--- config.mk ---
export PLATFORM = sky130hd
export DESIGN_NAME = muldiv_ctrl
export DESIGN_NICKNAME = d
export VERILOG_FILES = /design/src/rtl/muldiv_ctrl.sv
export SDC_FILE = /design/constraint.sdc
export NUM_CORES = 1
export LEC_CHECK = 0
export CORE_UTILIZATION = 27
export DETAILED_ROUTE_END_ITERATION = 7
export PLACE_DENSITY = 0.53
export REMOVE_ABC_BUFFERS = 1
export SLEW_MARGIN = 20
export SYNTH_ARGS = -nofsm -noshare
export SYNTH_HDL_FRONTEND = slang
export SYNTH_SLANG_ARGS = --single-unit
--- constraint.sdc ---
create_clock -name clk -period 7.55 [get_ports clk]
set_input_delay 0.755 -clock clk [delete_from_list [all_inputs] [get_ports clk]]
set_output_delay 0.755 -clock clk [all_outputs]
set_load 0.05 [all_outputs]
--- src/rtl/muldiv_ctrl.sv ---
// Iterative multu/divu unit with architectural HI/LO registers and pipeline stall request.
// Define MULDIV_DIV_EN to build the restoring divider; otherwise divu completes at once with HI=LO=0.
module muldiv_ctrl #(
  parameter int WIDTH = 32
) (
  input  logic             clk,
  input  logic             rst,
  input  logic             start,
  input  logic             op_div,
  input  logic [WIDTH-1:0] op_a,
  input  logic [WIDTH-1:0] op_b,
  input  logic             hilo_rd,
  input  logic             abort,
  output logic             busy,
  output logic             stall,
  output logic             done,
  output logic [WIDTH-1:0] hi,
  output logic [WIDTH-1:0] lo
);

  localparam int              CNT_W    = $clog2(WIDTH);
  localparam logic [CNT_W-1:0] LAST_CNT = CNT_W'(WIDTH - 1);

  typedef enum logic [1:0] {IDLE, RUN, DONE} state_t;

  state_t           state, state_nxt;
  logic [CNT_W-1:0] cnt;
  logic [WIDTH-1:0] opnd;
  logic [WIDTH-1:0] acc_hi, acc_lo;
  logic [WIDTH-1:0] step_hi, step_lo;
  logic [WIDTH-1:0] hi_prev, lo_prev;
  logic [WIDTH:0]   mul_sum;
  logic             accept, issue, bypass, commit, restore, div_bypass;

`ifdef MULDIV_DIV_EN
  logic             div_q;
  logic [WIDTH:0]   rem_shift;
  logic             rem_lt;
  assign div_bypass = 1'b0;
`else
  assign div_bypass = op_div;
`endif

  // NOTE: state and datapath registers use non-blocking assignments so every flop samples pre-edge values.
  always_ff @(posedge clk or negedge rst) begin
    if (!rst) state <= IDLE;
    else      state <= state_nxt;
  end

  always_comb begin
    // NOTE: defaults first so every path assigns state_nxt and no latch is inferred.
    state_nxt = state;
    case (state)
      IDLE: if (start) state_nxt = div_bypass ? DONE : RUN;
      RUN: begin
        if (abort)                state_nxt = IDLE;
        else if (cnt == LAST_CNT) state_nxt = DONE;
      end
      DONE: begin
        if (abort)      state_nxt = IDLE;
        else if (start) state_nxt = div_bypass ? DONE : RUN;
        else            state_nxt = IDLE;
      end
      default: state_nxt = IDLE;
    endcase
  end

  // A new operation is accepted from IDLE, or from DONE unless it is being cancelled.
  assign accept  = start & ((state == IDLE) | ((state == DONE) & ~abort));
  assign issue   = accept & ~div_bypass;
  assign bypass  = accept & div_bypass;
  assign commit  = (state == RUN) & ~abort & (cnt == LAST_CNT);
  assign restore = (state == DONE) & abort;

  assign busy  = (state != IDLE);
  assign stall = (state == RUN) & (hilo_rd | start);
  assign done  = (state == DONE) & ~abort;

  always_comb begin
    mul_sum = {1'b0, acc_hi} + (acc_lo[0] ? {1'b0, opnd} : '0);
    step_hi = mul_sum[WIDTH:1];
    step_lo = {mul_sum[0], acc_lo[WIDTH-1:1]};
`ifdef MULDIV_DIV_EN
    // With a zero divisor every trial subtract succeeds: quotient all ones, remainder = dividend.
    rem_shift = {acc_hi, acc_lo[WIDTH-1]};
    rem_lt    = rem_shift < {1'b0, opnd};
    if (div_q) begin
      step_hi = rem_lt ? rem_shift[WIDTH-1:0] : rem_shift[WIDTH-1:0] - opnd;
      step_lo = {acc_lo[WIDTH-2:0], ~rem_lt};
    end
`endif
  end

  always_ff @(posedge clk or negedge rst) begin
    if (!rst) begin
      cnt     <= '0;
      opnd    <= '0;
      acc_hi  <= '0;
      acc_lo  <= '0;
      hi      <= '0;
      lo      <= '0;
      hi_prev <= '0;
      lo_prev <= '0;
`ifdef MULDIV_DIV_EN
      div_q   <= 1'b0;
`endif
    end else begin
      if (issue) begin
        cnt    <= '0;
        acc_hi <= '0;
`ifdef MULDIV_DIV_EN
        div_q  <= op_div;
        opnd   <= op_div ? op_b : op_a;
        acc_lo <= op_div ? op_a : op_b;
`else
        opnd   <= op_a;
        acc_lo <= op_b;
`endif
      end else if (state == RUN) begin
        cnt    <= cnt + 1'b1;
        acc_hi <= step_hi;
        acc_lo <= step_lo;
      end

      // hi_prev/lo_prev let a cancel during DONE roll HI/LO back to their pre-operation values.
      if (commit | bypass) begin
        hi_prev <= hi;
        lo_prev <= lo;
        hi      <= bypass ? '0 : step_hi;
        lo      <= bypass ? '0 : step_lo;
      end else if (restore) begin
        hi <= hi_prev;
        lo <= lo_prev;
      end
    end
  end

endmodule

# --- Word level (Yosys, flattened, before mapping) ---
# Cells that the tools add are included.
totals:
  output_inout_bits: 67
  in_bits: 70
  elab_cells: 54
  regBits: 231
classes:
  bitwise_logic: 13
  n_reduce_logical: 5
  n_mux: 20
  addsub: 2
  eq_ne: 5
ops:
  columns: ["operator", "n"]
  rows:
  - ["$mux 32", 11]
  - ["$add 32x32->33", 1]
  - ["$mux 2", 6]
  - ["$mux 5", 2]
  - ["$and 1x1->1", 8]
  - ["$pmux 2 s3", 1]
  - ["$reduce_bool 2->1", 3]
  - ["$add 5x1->5 const B", 1]
  - ["$eq 5x5->1 const B", 1]
  - ["$ne 3x2->1 const B", 1]
  - ["$or 1x1->1", 3]
  - ["$eq 2x1->1 const B", 1]
  - ["$eq 2x2->1 const B", 1]
  - ["$logic_not 2->1", 1]
  - ["$ne 2x2->1 const B", 1]
  - ["$not 1->1", 2]
  - ["$reduce_and 2->1", 1]

# --- Longest topological paths before layout ---
depth:
  word_depth: 7
  ltp_mapped: 11
  mapped_depth_nobuf: 10

# --- Least setup slack after synthesis ---
# Ideal clock, no wire load.
synth_path:
  path_type: "flip-flop to flip-flop"
  start: "register acc_lo[0]"
  end: "register hi[31]"
  synth_period_minus_slack_ns: 2.737
  arrival_time_ns: 2.611
  path_stages_with_launch: 11
  setup_slack_ns: 4.813
  n_path_buf: 1
  cell_sequence: "dfrtp_1 clkbuf_1 and2_1 fa_1 a21o_1 a221oi_4 a21oi_2 or3_4 a21oi_4 o41ai_1 a221o_1"
synth_via:
  elab_chain_len: 4
synth_rtl:
  columns: ["element", "line_no", "source"]
  rows:
  - ["start, declared", "29", "logic [WIDTH-1:0] acc_hi, acc_lo;"]
  - ["start signal, assigned", "117", "acc_lo <= op_b;"]
  - ["start signal, assigned", "122", "acc_lo <= step_lo;"]
  - ["$mux 32", "80", "mul_sum = {1'b0, acc_hi} + (acc_lo[0] ? {1'b0, opnd} : '0);"]
  - ["$add 32x32->33", "80", null]
  - ["$mux 32", "129", "hi <= bypass ? '0 : step_hi;"]
  - ["$mux 32", "126", "if (commit | bypass) begin"]
  - ["end signal, assigned", "129", null]
  - ["end signal, assigned", "132", "hi <= hi_prev;"]
  - ["end, declared", "17", "output logic [WIDTH-1:0] hi,"]
# No other way between the ends.
# A chain may end at the register's enable or synchronous reset.

# --- Final worst setup path ---
layout_path:
  start: "register acc_lo[0]"
  end: "register hi[25]"
# Same word-level chain as after synthesis.

==> metrics <==
CP max stage cell dfrtp_1; Switching Power 0.00190 W; Die Y 206 um; routability cong. 0.809; post-CTS sizing 0; Flop pwr share 38.0%; RSZ-0062 raised after global routing no; EDFF count, synth 0; IO Pins 137; Yosys cell types 60; DRC 0; Port Buf Inserts 136; clock transition at the registers of the reported paths 0.06 ns; Final ANT Viol Nets 0; asr flop ratio synth 100%; CP Launch Type register; die area 0.0424 sq mm; vias in the first global route 9123; Crit Path Class reg2reg; P_leak 6.41 nW; First DRT Iteration DRCs 649; Max VDD drop 0.181 mV; syn avg cell area 8.76 sq um; final WL 32.3 mm; CP max stage delay 0.62 ns; Layout area overhead 25.0%; Comb pwr share 34.4%; worst min path class in2async; Crit path arrival time 4.07 ns; share of post-route cells with drive strength above 1 5.73%; DR pass1 iterations 5; met2 WL 14.6 mm; initial antenna violation count 0; Pins Over Slew Limit 0; clk_skew 0.0193 ns; Final min period 3.68 ns; via count 9350; Final Cell Area 0.0140 sq mm; detailed placer's ending HPWL 20.9 mm; grt total ovfl 0; top sig layer met4; Hold Vio Cnt, Final 0; Worst Path Required 7.93 ns; Final period util 48.8%; Power Total 0.00492 W; critical path, cell by cell buf_4, and2_1, ha_1, fa_1, a21o_1, a221oi_4, a211oi_1, o31ai_1, a21oi_1, xnor2_1, o221ai_1; Bufs on Longest Clock Path 3; CTS root buf clkbuf_16; MaxCap Viol Count 0; clock power share 27.6%; FF+latch count, synth 231; P_int 0.00302 W; Nets 1484; CTS tree yes; outcome finished, final reports clean; placed cell area 0.0131 sq mm; antenna cells 0; row cnt 74; Fin Hold WS 0.245 ns; Switching Fraction 38.7%; hold buffer count at CTS 0; register area share after synthesis 51.5%; relative slew slack 36.0%; post-CTS setup buffer count 0; Pwr Density 351 mW/mm^2; first-pass GRT wire length 51.7 mm; pin count of the biggest net entering global routing 96; clock sink count 231; Cells after Synth 1282; Clk Latency, worst-skew pair 0.55 ns; H-tree levels 1; cts bufs inserted 27; worst-path fanout max 22; Starting Density 27.4%; Met1 Wirelength 15.8 mm; final setup TNS 0 ns; Final Util 34.3%; Mapped Area 0.0112 sq mm; Met3 Wirelength 1.43 mm; DR WL/cell 16.7 um; synth warn 0; Die X-Extent 206 um; core outline area 0.0409 sq mm; endpoints failing setup 0; FMAX 0.272 GHz; Filler cells 4257; Top FF cell, synth dfrtp_1; Worst Setup End Kind register; Vias/cell 4.85; slew of the pin with the lowest slew margin 0.961 ns; Total GRT Usage 15.4%
## sequential cells by signal, indices dropped and copies added (netlist names)
signal,count
acc_hi,32
acc_lo,32
cnt,5
hi,32
hi_prev,32
lo,32
lo_prev,32
opnd,32
state,2
## power by group through the flow
stage	logic (W)	clock network (W)	registers [W]
floorplan	0.000891	0	0.00209
global placement	0.00169	0	0.00188
detailed placement	0.00171	0	0.00189
CTS	0.00171	0.00139	0.00187
global route	0.00188	0.00143	0.00193
finish	0.00169	0.00136	0.00187
## final timing paths
path,depth (start not counted),startpoint,endpoint,slack [ns]
worst max-delay path,11,acc_lo[0]$_DFFE_PN0P_,hi[25]$_DFFE_PN0P_,3.87
min in group clk,2,lo_prev[31]$_DFFE_PN0N_,lo_prev[31]$_DFFE_PN0N_,0.46
worst min-delay path,1,rst,hi_prev[8]$_DFFE_PN0N_,0.24
max in group asynchronous,2,rst,lo_prev[31]$_DFFE_PN0N_,5.83
worst min register to register,2,lo_prev[31]$_DFFE_PN0N_,lo_prev[31]$_DFFE_PN0N_,0.46
worst max register to register,11,acc_lo[0]$_DFFE_PN0P_,hi[25]$_DFFE_PN0P_,3.87
## critical path, delay by kind of cell, from the launching register on
family / cells / cell delay (ns)
AO/OA/AOI/OAI: 6 / 1.60
adder cells (fa/ha/maj): 2 / 0.62
AND/OR/NAND/NOR: 1 / 0.14
XOR/XNOR: 1 / 0.22
buffers and inverters: 1 / 0.30
flip-flops: 1 / 0.62
## per-stage QoR
step | std cells | setup WS [ns]
finish | 1929 | 3.87
global route | 1929 | 3.60
CTS | 1929 | 3.81
detailed placement | 1882 | 3.73
global placement | 1882 | 3.81
floorplan | 1200 | 0.310
## cells by family after synthesis
kind of cell	Yosys count	synth area share, %
flops	231	51.5
mux	1	0.0892
buf+inv	91	3.15
fa+ha+maj	35	3.97
simple gates	635	23.3
xor+xnor	29	2.26
compound gates	260	15.8
## cell usage in the layout, fill, tap and decap left out, types with 4 or more instances in the layout
cell type	netlist	routed
o21bai_1	4	4
nor2_1	108	107
nand3_1	34	33
inv_1	9	8
a21o_1	14	14
dfrtp_1	231	231
o21ai_0	54	54
nor3_1	7	7
clkbuf_8	0	10
nand4_1	9	9
o211ai_1	5	5
clkbuf_16	0	27
a221oi_1	21	21
a31oi_1	32	32
and2_1	33	33
a211oi_1	8	8
xnor2_1	11	11
clkbuf_1	57	4
clkdlybuf4s50_1	0	135
nand2_1	424	424
xor2_1	18	18
o221ai_1	19	19
o21a_1	8	8
buf_4	0	14
ha_1	34	34
and3_1	6	4
a21oi_1	46	46
a22oi_1	17	17
## metal layers
metal | up-vias | global-route usage, %
li1 | 4553 | -
met1 | 4569 | 22.6
met2 | 190 | 24.2
met3 | 38 | 2.30
met4 | 0 | 2.68
met5 | - | 0
## synthesized netlist by cell type (17+ instances only)
cell type | number | area (sq um)
xor2_1 | 18 | 158
a31oi_1 | 32 | 200
dfrtp_1 | 231 | 5780
a22oi_1 | 17 | 128
o21ai_0 | 54 | 270
clkbuf_1 | 57 | 214
o221ai_1 | 19 | 166
nand3_1 | 34 | 170
a221oi_1 | 21 | 184
a21oi_1 | 46 | 230
and2_1 | 33 | 206
nand2_1 | 424 | 1590
nor2_1 | 108 | 405
ha_1 | 34 | 425
## cell type report
class / instances / area, sq um / share of cell area (%)
clock buffer: 41 / 828 / 5.90
multi-input combinational: 960 / 5150 / 36.7
timing repair buffer: 150 / 1470 / 10.5
sequential: 231 / 5780 / 41.2
tap: 532 / 666 / 4.74
clock inverter: 6 / 101 / 0.722
inverter: 9 / 33.8 / 0.241
Note: power is estimated with default switching activity, not from simulation.
